File: config.mk
export PLATFORM = sky130hd
export DESIGN_NAME = control
export DESIGN_NICKNAME = d
export VERILOG_FILES = /design/src/rtl/control.sv
export SDC_FILE = /design/constraint.sdc
export NUM_CORES = 1
export LEC_CHECK = 0
export CORE_AREA = 2 2 39 41
export CTS_CLUSTER_SIZE = 8
export DETAILED_ROUTE_END_ITERATION = 6
export DIE_AREA = 0 0 41 43
export GPL_TIMING_DRIVEN = 0
export RECOVER_POWER = 50
export SLEW_MARGIN = 20
export SYNTH_ARGS = -nofsm -noshare
export SYNTH_HDL_FRONTEND = slang
export SYNTH_SLANG_ARGS = --single-unit
File: constraint.sdc
create_clock -name clk -period 2 [get_ports clk]
set_input_delay 0.5 -clock clk [delete_from_list [all_inputs] [get_ports clk]]
set_output_delay 0.5 -clock clk [all_outputs]
set_load 0.02 [all_outputs]
File: src/rtl/control.sv
`default_nettype none
// ============================================================================
//  Module   : control
//  Purpose  : Main control decoder for a single-cycle MIPS datapath. Decodes
//             the 6-bit opcode into datapath steering signals and registers
//             them on the rising clock edge.
//  Ports    :
//    clk       in   1  system clock
//    rst_n     in   1  synchronous active-low reset (clears all outputs)
//    op        in   6  instruction opcode, instr[31:26]
//    RegDst    out  1  write address select: 1 = rd, 0 = rt
//    Jump      out  1  PC source is the jump target
//    ALUsrc    out  1  ALU operand B: 1 = sign-extended immediate, 0 = rt
//    ALUop     out  2  ALU class: 00 add, 01 subtract, 10 funct field
//    MemToReg  out  1  write-back select: 1 = memory data, 0 = ALU result
//    MemRead   out  1  data-memory read enable
//    MemWrite  out  1  data-memory write enable
//    Branch    out  1  conditional branch (qualified by ALU zero elsewhere)
//    RegWrite  out  1  register-file write enable
//  Revision : 1.0  initial release
// ============================================================================
module control (
  input  logic       clk,
  input  logic       rst_n,
  input  logic [5:0] op,
  output logic       RegDst,
  output logic       Jump,
  output logic       ALUsrc,
  output logic [1:0] ALUop,
  output logic       MemToReg,
  output logic       MemRead,
  output logic       MemWrite,
  output logic       Branch,
  output logic       RegWrite
);

  localparam logic [5:0] c_OP_RTYPE = 6'b000000;
  localparam logic [5:0] c_OP_LW    = 6'b100011;
  localparam logic [5:0] c_OP_SW    = 6'b101011;
  localparam logic [5:0] c_OP_BEQ   = 6'b000100;
  localparam logic [5:0] c_OP_J     = 6'b000010;
  localparam logic [5:0] c_OP_ADDI  = 6'b001000;

  localparam logic [1:0] c_ALUOP_ADD   = 2'b00;
  localparam logic [1:0] c_ALUOP_SUB   = 2'b01;
  localparam logic [1:0] c_ALUOP_FUNCT = 2'b10;

  logic       w_reg_dst;
  logic       w_jump;
  logic       w_alu_src;
  logic [1:0] w_alu_op;
  logic       w_mem_to_reg;
  logic       w_mem_read;
  logic       w_mem_write;
  logic       w_branch;
  logic       w_reg_write;

  logic       r_reg_dst;
  logic       r_jump;
  logic       r_alu_src;
  logic [1:0] r_alu_op;
  logic       r_mem_to_reg;
  logic       r_mem_read;
  logic       r_mem_write;
  logic       r_branch;
  logic       r_reg_write;

  // Everything defaults to zero, so don't-care fields of sw/beq/j and all
  // unrecognised opcodes (NOP) come out as deterministic zeros.
  always_comb begin
    w_reg_dst    = 1'b0;
    w_jump       = 1'b0;
    w_alu_src    = 1'b0;
    w_alu_op     = c_ALUOP_ADD;
    w_mem_to_reg = 1'b0;
    w_mem_read   = 1'b0;
    w_mem_write  = 1'b0;
    w_branch     = 1'b0;
    w_reg_write  = 1'b0;
    case (op)
      c_OP_RTYPE: begin
        w_reg_dst   = 1'b1;
        w_alu_op    = c_ALUOP_FUNCT;
        w_reg_write = 1'b1;
      end
      c_OP_LW: begin
        w_alu_src    = 1'b1;
        w_mem_to_reg = 1'b1;
        w_mem_read   = 1'b1;
        w_reg_write  = 1'b1;
      end
      c_OP_SW: begin
        w_alu_src   = 1'b1;
        w_mem_write = 1'b1;
      end
      c_OP_BEQ: begin
        w_alu_op = c_ALUOP_SUB;
        w_branch = 1'b1;
      end
      c_OP_J: begin
        w_jump = 1'b1;
      end
      c_OP_ADDI: begin
        w_alu_src   = 1'b1;
        w_reg_write = 1'b1;
      end
      default: ;
    endcase
  end

  always_ff @(posedge clk) begin
    if (!rst_n) begin
      r_reg_dst    <= 1'b0;
      r_jump       <= 1'b0;
      r_alu_src    <= 1'b0;
      r_alu_op     <= c_ALUOP_ADD;
      r_mem_to_reg <= 1'b0;
      r_mem_read   <= 1'b0;
      r_mem_write  <= 1'b0;
      r_branch     <= 1'b0;
      r_reg_write  <= 1'b0;
    end else begin
      r_reg_dst    <= w_reg_dst;
      r_jump       <= w_jump;
      r_alu_src    <= w_alu_src;
      r_alu_op     <= w_alu_op;
      r_mem_to_reg <= w_mem_to_reg;
      r_mem_read   <= w_mem_read;
      r_mem_write  <= w_mem_write;
      r_branch     <= w_branch;
      r_reg_write  <= w_reg_write;
    end
  end

  assign RegDst   = r_reg_dst;
  assign Jump     = r_jump;
  assign ALUsrc   = r_alu_src;
  assign ALUop    = r_alu_op;
  assign MemToReg = r_mem_to_reg;
  assign MemRead  = r_mem_read;
  assign MemWrite = r_mem_write;
  assign Branch   = r_branch;
  assign RegWrite = r_reg_write;

endmodule
`default_nettype wire

# Word level (Yosys, flattened, before mapping)
# Cells that the tools add are included.
dict set report totals {
  ff_bits 9
  latch_bits 0
  ram_bits 0
  rom_bits 0
  inputBits 8
  output_inout_bits 10
  elab_cells 24
  n_memories 0
}
dict set report op_classes {
  addsub 0
  mul 0
  n_div 0
  n_lt_le_gt_ge 0
  n_eq_ne 5
  n_shift 0
  muxes 8
  n_bitwise 0
  n_reduce_logical 3
}
# cell n
set ops {}
lappend ops {{6-bit equality test (second input constant)} 2}
lappend ops {{1-bit two-way mux} 7}
lappend ops {{6-bit by 2-bit equality test with 1-bit output (second input constant)} 1}
lappend ops {{6-bit by 3-bit equality test with 1-bit output (second input constant)} 1}
lappend ops {{6-bit by 4-bit equality test with 1-bit output (second input constant)} 1}
lappend ops {{6-bit logical NOT} 1}
lappend ops {{3-bit OR reduction} 2}
lappend ops {{2-bit one-hot mux with 2 select lines} 1}

# Depth between registers and ports, before layout
# Gate-level depths: netlist of the first run.
dict set report depth {
  word_depth 3
  depth_mapped 2
  mapped_depth_nobuf 2
}

# Worst setup path after synthesis of the first run
# OpenSTA, ideal clock, no wires.
dict set report synth_path {
  path_kind {input port to flip-flop}
  start {in op[3]}
  end {reg r_jump, in the netlist Jump}
  setup_ns 0.087
  arrival_time_ns 1.224
  required_time_ns 1.913
  path_slack_ns 0.689
  stages 2
  n_path_buf 0
  path_cell_list {or4b_4 nor4b_2}
}
dict set report synth_between {
  elab_chain_cells 2
}
# item line
set synth_rtl {}
lappend synth_rtl {{start: declaration} 25} ;# input logic [5:0] op,
lappend synth_rtl {{6-bit by 2-bit equality test with 1-bit output} 80} ;# case (op)
lappend synth_rtl {{1-bit two-way mux} 80}
lappend synth_rtl {{end signal: assignment} 124} ;# r_jump <= w_jump;
lappend synth_rtl {{end: declaration} 59} ;# logic r_jump;
# Every way passes these cells.
# A chain may end at the register's enable or synchronous reset.

# Final worst setup path of the first run
# Ends and elaborated chain as after synthesis.

==> run metrics, run 1 <==
final slew viol count 0; number of global-route vias before repair 215; Placed Area 479.2 um2; TritonCTS Buffers 3; Synth Area in Adders 0%; Hold WS 0.9271 ns; CP max stage cell or4b_1; headroom to the max-slew limit 85.66%; post-layout minimum cycle time 1.768 ns; pwr/cell area 622.7 nW/um2; Reg power frac 52.0%; measured slew at the worst slew-check pin 0.2144 ns; largest net degree at the start of global routing 6; Sw Share 20.15%; post-route ant nets 0; I/O pin count 18; Hold Path Class in -> reg; Post-Place Cells 59; crit-path cells dlygate4sd3_1 -> or4b_1 -> nor4b_2; die area 1763 um2; family with the most delay on the worst path simple AND/OR/NAND/NOR gates; core area 1384 um2; Vias/cell 4.048; gr usage total 7.855%; share of layout cells above drive strength 1 17.39%; TritonRoute pass-1 iters 2; arrival time at the worst endpoint 1.92 ns; Clock power frac 38.1%; clock tree buffer depth 2; initial antenna violation count 0; PostCTS Resize Cnt 0; RD Place Congestion 0.7375; synthesis-to-finish area growth 72.29%; Gate Count Post-Synth 26; # Post-CTS Setup Buffers 0; Simple-Gate Fraction of Synth Area 34.63%; status complete, no violations; Worst-path clk slew 0.05 ns; CTS tree done; die height 43 um; Worst EP required 2.16 ns; slowest stage delay, CP 0.60 ns; DRC Markers 0; CTS root buffer clkbuf_4; RSZ-0062 raised after global routing false; CTS sink cnt 8; wire length per cell 8.274 um; Via Count 251; CP bufs+invs 1; Post-Syn Area 289.0 um2; Cell Count, Final, Fillers Out 62; Static Leak 0.1849 nW; YS warnings 0; post-synth cell types 14; Synth Area in Compound Gates 3.463%; final number of hold-violating endpoints 0; final core utilization 35.99%; combinational family with the most area after synthesis simple AND/OR/NAND/NOR gates; DRT iter0 DRCs 3; Post-Synthesis Net Count 34; Max VDD drop 216.7 uV; register area share after synthesis 55.41%; Rows 14; Fillers 147; #FFs+latches synth 8; Max-cap violations 0; setup TNS 0 ns; Syn Area/Cell 11.12 um2; post-route cell area 498.0 um2; xor/xnor share of the synthesized area 0%; hold_buf cts 0; crit path max fanout 5; crit path kind in -> reg; mux cell area share after synthesis 0%; nets@finish 56; final setup violation count 0; H-tree Lvls 1; Initial Util 20.89%; Tcrit/Tclk final 88.38%; Switching Power 62.49 uW; Startpoint Class primary input; gr ovfl total 0; Internal 247.6 uW; # port buffers 17; maximum clock rate 0.5657 GHz; total wire length 513 um; first-pass GRT wire length 834 um; die width 41 um; Comb pwr share 9.9%; Critical Path Sink Type flip-flop; Antenna Cells 0
[placed cells by master, fill, tap and decap left out]
cell type and count:
dlygate4sd3_1 4, nor2_1 4, nand4b_1 1, nor4b_2 1, or4bb_2 1, nand3_1 1
or3_1 1, or4b_1 2, buf_4 2, inv_1 1, or3b_2 1, dfxtp_1 8
a21oi_1 2, clkbuf_4 3, nor3_1 1, clkdlybuf4s50_1 13
[final timing paths]
path	startpoint	endpoint	depth (start not counted)
worst min-delay path	op[0]	Jump	2
worst max-delay path	op[3]	Jump	3
[metal layers]
layer	routed length [um]	up-vias	global-route usage [%]
met5	0	-	0
met4	15	0	10.00
met1	225	102	8.442
li1	-	132	-
met3	43	2	3.141
met2	228	15	9.688
[sequential cells by signal, summed over array words and instances, names as in the netlist]
register,flops
ALUop,2
MemRead,1
MemWrite,1
Branch,1
Jump,1
ALUsrc,1
RegWrite,1
[cell families after synthesis]
kind of cell / Yosys count
and+or+nand+nor: 13
DFF: 8
buffers and inverters: 3
AOI/OAI and AO/OA: 2
[cell usage after synthesis]
library cell,n,area (um2)
or3b_2,1,8.760
nor2_1,4,15.01
or4b_1,1,10.01
nor4b_2,1,15.01
nand4b_1,1,8.760
dfxtp_1,8,160.2
a21oi_1,2,10.01
or4bb_2,1,12.51
nor3_1,1,5.000
or4b_4,1,13.76
nand3_1,1,5.000
or3_1,1,6.260
inv_1,1,3.750
buf_4,2,15.01
[metrics by stage]
| step | setup slack [ns] | total power, mW |
|---|---|---|
| finish | 0.2324 | 0.3101 |
| global route | 0.1513 | 0.3251 |
| CTS | 0.2381 | 0.3140 |
| detailed placement | 0.1307 | 0.1971 |
| global placement | 0.1287 | 0.1967 |
| floorplan | 0.6890 | 0.1748 |
[area by class of cell]
cell class / instances / area, um2 / share of cell area, %
repair buffers: 17 / 170.2 / 34.17
flip-flops and latches: 8 / 160.2 / 32.16
multi-input cells: 15 / 106.4 / 21.36
clock buffers: 3 / 22.52 / 4.523
well taps: 16 / 20.02 / 4.020
plain buffers: 2 / 15.01 / 3.015
inverters: 1 / 3.754 / 0.7538
[power groups by stage]
stage | clock network (mW) | logic [mW] | registers (mW)
after global routing | 0.130 | 0.0337 | 0.161
after detailed placement | 0 | 0.0326 | 0.165
after CTS | 0.120 | 0.0326 | 0.161
final | 0.118 | 0.0308 | 0.161
after floorplan | 0 | 0.00862 | 0.166
after global placement | 0 | 0.0322 | 0.165
Power figures use the tool's default switching activity.
==> run 2: changes to the inputs <==
CTS_BUF_LIST = sky130_fd_sc_hd__clkbuf_8   (was default)
==> run 2 against run 1 <==
Against the previous run: sequential power about the same; routed wire length increased by 0.78%; global-route usage decreased by 0.30 points; non-clock buffer count unchanged; sequential cell count unchanged; critical path type unchanged; highest routed layer unchanged.
==> run metrics, run 2 (synthesis gave the netlist of run 1 again) <==
# Post-CTS Setup Buffers 0 (unchanged); Hold Path Class in -> reg; Worst-path clk slew 0.04 ns (about the same); TritonRoute pass-1 iters 4 (+2); RSZ-0062 raised after global routing false; first-pass GRT wire length 821 um (-1.6%); Place WS 0.1307 ns (unchanged); post-route ant nets 0 (unchanged); final slew viol count 0 (unchanged); arrival time at the worst endpoint 1.92 ns (about the same); Worst EP required 2.13 ns (-0.03 ns); nets@finish 56 (unchanged); gr ovfl total 0 (unchanged); DRC Markers 0 (unchanged); TritonCTS Buffers 3 (unchanged); die width 41 um (unchanged); Vias/cell 4.097 (+1.2%); max reg flops 2 (unchanged); final setup violation count 0 (unchanged); core area 1384 um2 (unchanged); crit path kind in -> reg; I/O pin count 18 (unchanged); Max VDD drop 286.6 uV (+32%); Max-cap violations 0 (unchanged); Tcrit/Tclk final 89.58% (+1.2 points); clock tree buffer depth 2 (unchanged); post-layout minimum cycle time 1.792 ns (+0.02412 ns); crit path max fanout 5 (unchanged); Critical Path Sink Type flip-flop; Tot Pwr 378.9 uW (+22%); largest net degree at the start of global routing 6 (unchanged); pwr/cell area 733.3 nW/um2 (+18%); gr usage total 7.553% (-0.30 points); Fillers 146 (-0.68%); die height 43 um (unchanged); CTS root buffer clkbuf_8; CTS sink cnt 8 (unchanged); final number of hold-violating endpoints 0 (unchanged); final worst-path setup slack 0.2083 ns (-0.02412 ns); WHS Path Cells 2 (unchanged); setup TNS 0 ns (unchanged); Via Count 254 (+1.2%); synthesis-to-finish area growth 78.79%; CTS tree done; total wire length 517 um (+0.78%); PostCTS Resize Cnt 0 (unchanged); Initial Util 20.89% (unchanged); H-tree Lvls 1 (unchanged); maximum clock rate 0.5581 GHz (-1.3%); status complete, no violations; die area 1763 um2 (unchanged); Rows 14 (unchanged); measured slew at the worst slew-check pin 0.2147 ns (+0.0002429 ns); Antenna Cells 0 (unchanged); RD Place Congestion 0.7375 (unchanged); wire length per cell 8.339 um (+0.78%); most common cell after layout, fill and taps aside clkdlybuf4s50_1; share of layout cells above drive strength 1 17.39% (unchanged); number of global-route vias before repair 212 (-1.4%); Static Leak 0.1962 nW (+6.1%); most frequent cells in the layout clkdlybuf4s50_1, dfxtp_1, dlygate4sd3_1; Startpoint Class primary input; hold_buf cts 0 (unchanged); initial antenna violation count 0 (unchanged); headroom to the max-slew limit 85.64% (about the same); # port buffers 17 (unchanged); final core utilization 37.34% (+1.4 points); DRT iter0 DRCs 4 (+1)
==> run 2: cell count changes in the layout (fill, tap and decap cells not counted), sizes merged <==
cell / before / now
clkdlybuf4s50: 13 / 12
dlygate4sd3: 4 / 5
==> run 2: final cells by class <==
class | instances | area [um2] | share of cell area [%]
Buffer | 2 | 15.01 | 2.906
Clock buffer | 3 | 41.29 | 7.990
Inverter | 1 | 3.754 | 0.7264
Multi-Input combinational cell | 15 | 106.4 | 20.58
Sequential cell | 8 | 160.2 | 30.99
Tap cell | 16 | 20.02 | 3.874
Timing Repair Buffer | 17 | 170.2 | 32.93
==> run 2: critical path, stage by stage <==
cell and delay [ns]:
dlygate4sd3_1 0.59, or4b_1 0.60, nor4b_2 0.23
==> run 2: worst paths after layout <==
check / startpoint / endpoint
min: op[0] / Jump
max: op[3] / Jump
==> run 2: report_power, final <==
group / internal (mW) / switching [mW]
sequential: 0.162 / 0.000319
combinational: 0.0184 / 0.0124
clock: 0.130 / 0.0565
==> run 2: metal layers <==
layer  track usage [%]  vias to the layer above  share of wire (%)
met2             9.688                       19                 43
li1                  -                      132                  -
met3             1.571                        2                 10
met4             10.00                        0                4.3
met1             8.442                      101                 43
met5                 0                        -                  0
==> run 2: metrics by stage <==
stage               hold WS (ns)  cells  instance area, um2
global route              0.9650     62               516.7
floorplan                 0.5714     26               289.0
finish                    0.9527     62               516.7
detailed placement         1.146     59               479.2
CTS                       0.9151     62               520.5
global placement           1.144     59               479.2
==> RTL edit 1: new RTL, flow settings as in run 1 <==
Register the output `MemRead` once more; this adds one clock of latency there. The other outputs are not delayed to match.
--- a/src/rtl/control.sv
+++ b/src/rtl/control.sv
@@ -138,5 +138,7 @@
   assign ALUop    = r_alu_op;
   assign MemToReg = r_mem_to_reg;
-  assign MemRead  = r_mem_read;
+  always_ff @(posedge clk) begin
+    MemRead <= r_mem_read;
+  end
   assign MemWrite = r_mem_write;
   assign Branch   = r_branch;
Function: changed (Yosys sat finds a counterexample within 4 cycles, from zero or initial values and one cycle with rst_n low).
==> RTL edit 1 against run 1 <==
Critical path type unchanged. Non-clock buffer count is 1 lower. Count of clock-buffer cells in the layout rose by 1. First-iteration DRC count increased by 67%. Area after synthesis grew 4.3%. Final cell count up 1.6%. Cell area rose by 3.3%. Sequential cell count up 1. Total power up 11%. Wire length rose by 0.39%. Setup slack better by 0.0014 ns.
==> RTL edit 1: results (changes against run 1) <==
Antenna diodes=0 (unchanged); VDD IR max=0.211 mV (was 0.217 mV); via count=255 (was 251); Detailed Routing Iterations Pass 1=4 (was 2); Placer Congestion=0.717 (was 0.738); Skew-Pair Late Insertion Delay=0.25 ns; pre-CTS setup slack=0.128 ns (was 0.131 ns); worst min path class=reg2reg (was in2reg); H-tree Lvls=1 (unchanged); slowest stage cell, crit path=or4b_1 (unchanged); cell leakage power=0.182 nW (was 0.185 nW); Async S/R FF share, synth=0% (unchanged); first-pass GRT wire length=703 µm (was 834 µm); syn nets=34 (unchanged); Unique masters post-synth=14 (unchanged); worst-path maximum fanout=5 (unchanged); Slew @ Worst Pin=0.210 ns (was 0.214 ns); register area share after synthesis=59.8% (was 55.4%); CTS root buf=clkbuf_4 (unchanged); fraction of the mapped netlist area in adder cells=0% (unchanged); Worst Skew=0.0000170 ns; share of layout cells above drive strength 1=14.9% (was 17.4%); nets@finish=56 (unchanged); XOR/XNOR Fraction of Synth Area=0% (unchanged); Overall Global Routing Usage=6.35% (was 7.85%); DP Wirelength=414 µm; synth top area cells=dfxtp_1 60%, nor2_1 5.0%, nor4b_2 5.0% (was dfxtp_1 55%, buf_4 5.2%, nor2_1 5.2%); clk slew on worst S/H paths=0.05 ns (about the same); CP peak stage delay=0.61 ns; vias in the first global route=185 (was 215); synth warn=0 (unchanged); largest net degree at the start of global routing=6 (unchanged); Post-CTS Setup Repair Bufs=0 (unchanged); Synth top cells by count=9 x dfxtp_1, 4 x nor2_1, 2 x a21oi_1 (was 8 x dfxtp_1, 4 x nor2_1, 2 x a21oi_1, 2 x buf_4); placed instance area=492 µm² (was 479 µm²); post-CTS resize count=0 (unchanged); complex-gate fraction of the synthesized area=3.32% (was 3.46%); post-DR wirelength/cell=8.17 µm (was 8.27 µm); Crit path max-delay family=simple AND/OR/NAND/NOR gates (unchanged); fillers=159 (was 147); Arrival @ worst endpoint=1.93 ns; total CTS buffers=3 (unchanged); drt initial violations=5 (was 3); outcome=finished, final reports clean (unchanged)
[RTL edit 1: kinds of logic after synthesis]
kind of cell           Yosys count
AND/OR/NAND/NOR                 13
AO/OA/AOI/OAI                    2
buffers and inverters            2
flip-flops                       9
[RTL edit 1: final timing paths]
kind              start  cells past startpoint  endpoint  slack, ns
max               op[3]                      3      Jump       0.23
min          r_mem_read                      0   MemRead       0.35
max reg2reg  r_mem_read                      0   MemRead       1.59
min reg2reg  r_mem_read                      0   MemRead       0.35
[RTL edit 1: per-stage QoR]
stage	cells	hold WS, ns
final	63	0.350
after CTS	63	0.353
after global placement	59	0.336
after detailed placement	59	0.342
after floorplan	26	0.434
after global routing	63	0.358
[RTL edit 1: area by class of cell]
| type | count | area, µm² | share of cell area, % |
|---|---|---|---|
| sequential | 9 | 180 | 35.0 |
| tap | 16 | 20.0 | 3.89 |
| inverter | 1 | 3.75 | 0.730 |
| multi-input combinational | 15 | 106 | 20.7 |
| clock buffer | 4 | 26.3 | 5.11 |
| buffer | 1 | 7.51 | 1.46 |
| timing repair buffer | 17 | 170 | 33.1 |
[RTL edit 1: routing by layer]
layer  track usage (%)  wire length (µm)  up-vias
met1              7.49               229      107
met5                 0                 0        -
met3              1.57                58        0
li1                  -                 -      135
met4              8.00                 0        0
met2              7.81               227       13
[RTL edit 1: report_power, final]
group,leakage (nW),total [W],switching [W],internal (W)
Sequential,0.0726,0.000181,0.000000335,0.000181
Clock,0.0150,0.000132,0.0000553,0.0000763
Combinational,0.0942,0.0000309,0.0000124,0.0000184
==> RTL edit 2: new RTL, settings of run 1 <==
Without the edit above. The output `Jump` loses its register stage (`r_jump` becomes a continuous assignment).
--- a/src/rtl/control.sv
+++ b/src/rtl/control.sv
@@ -112,5 +112,4 @@
     if (!rst_n) begin
       r_reg_dst    <= 1'b0;
-      r_jump       <= 1'b0;
       r_alu_src    <= 1'b0;
       r_alu_op     <= c_ALUOP_ADD;
@@ -122,5 +121,4 @@
     end else begin
       r_reg_dst    <= w_reg_dst;
-      r_jump       <= w_jump;
       r_alu_src    <= w_alu_src;
       r_alu_op     <= w_alu_op;
@@ -132,4 +130,6 @@
     end
   end
+
+  assign r_jump = w_jump;
 
   assign RegDst   = r_reg_dst;
Formal check against the unedited RTL: not equivalent (a bounded check fails within 4 cycles, from zero or initial values and one cycle with rst_n low).
==> RTL edit 2 against run 1 <==
Cell area decreased by 6.3%. Sequential cell count decreased by 1. Setup slack got worse by 0.17 ns. Wire length decreased by 0.97%. Area after synthesis decreased by 6.1%. Total power decreased by 5.1%. Utilization decreased by 2.3 points. Critical path type is now in2out. Largest cell class unchanged. Highest routed layer unchanged.
==> RTL edit 2: results (changes against run 1) <==
outcome=finished, final reports clean (unchanged); Critical Path Sink=Jump (unchanged); Clock Tree Buf Depth=2 (unchanged); XOR/XNOR Fraction of Synth Area=0% (unchanged); drt initial violations=7 (was 3); non-filler cells in the finished layout=63 (was 62); largest net degree at the start of global routing=9 (was 6); routed wl met2=197 µm (was 228 µm); register area share after synthesis=51.6% (was 55.4%); Placer Congestion=0.683 (was 0.738); Worst Setup SP=op[3] (unchanged); complex-gate fraction of the synthesized area=3.69% (was 3.46%); worst-path maximum fanout=8 (was 5); Synth top cells by count=7 x dfxtp_1, 3 x nor4_1 (was 8 x dfxtp_1, 4 x nor2_1, 2 x a21oi_1, 2 x buf_4); final WL=508 µm (was 513 µm); Post-CTS Setup Repair Bufs=0 (unchanged); met3 wire len=62 µm (was 43 µm); Arrival @ worst endpoint=1.44 ns (was 1.92 ns); GR Util met1=8.12% (was 8.44%); via count=263 (was 251); number of flip-flops in the largest register=2 (unchanged); Unique masters post-synth=13 (was 14); met1 wire length=230 µm (was 225 µm); # port buffers=17 (unchanged); synth top area cells=dfxtp_1 52%, or4b_1 7.4%, nor4_1 6.9% (was dfxtp_1 55%, buf_4 5.2%, nor2_1 5.2%); post-CTS resize count=21 (was 0); initial antenna violation count=0 (unchanged); placed instance area=462 µm² (was 479 µm²); Overall Global Routing Usage=7.25% (was 7.85%); vias in the first global route=216 (was 215); Antenna diodes=0 (unchanged); mux share of post-synthesis cell area=0% (unchanged); minimum clock period=1.94 ns (was 1.77 ns); P_int=0.000232 W (was 0.000248 W); Hold Path End=ALUop[1] (was Jump); Slew @ Worst Pin=0.245 ns (was 0.214 ns); hold_ws=0.469 ns (was 0.927 ns); Inst Count DP=59 (unchanged); fraction of the mapped netlist area in adder cells=0% (unchanged); Syn Inst Count=26 (unchanged); VDD IR max=0.144 mV (was 0.217 mV); first-pass GRT wire length=786 µm (was 834 µm); Worst Hold Launch=op[2] (was op[0]); pre-CTS setup slack=-0.815 ns (was 0.131 ns); Max Used Layer=met4 (unchanged); total CTS buffers=3 (unchanged); met3 usage=3.14% (unchanged); share of layout cells above drive strength 1=27.7% (was 17.4%); cell leakage power=0.180 nW (was 0.185 nW); met2 GRT Util=8.13% (was 9.69%)
==> RTL edit 2: cell count changes after synthesis, sizes merged <==
cell and change:
nor2 -4, nor4 +3, nor3 +2, dfxtp -1, inv +1, nand2b +1, nor4b -1, or4bb -1
==> RTL edit 2: final cells by class <==
type	instances	area (µm²)
clock buffers	4	26.3
plain buffers	2	15.0
well taps	16	20.0
fillers	166	917
inverters	2	7.51
flip-flops and latches	7	140
repair buffers	17	150
multi-input cells	15	108
==> RTL edit 2: power by group through the flow <==
| stage | clock [W] | combinational, W | sequential [W] |
|---|---|---|---|
| floorplan | 0 | 0.00000953 | 0.000146 |
| global placement | 0 | 0.0000342 | 0.000144 |
| detailed placement | 0 | 0.0000344 | 0.000144 |
| CTS | 0.000130 | 0.0000318 | 0.000141 |
| global route | 0.000140 | 0.0000334 | 0.000141 |
| finish | 0.000123 | 0.0000305 | 0.000141 |
==> RTL edit 2: critical path: stages <==
cell	delay (ns)
buf_4	0.14
or4b_4	0.53
nor3_2	0.11
buf_4	0.16
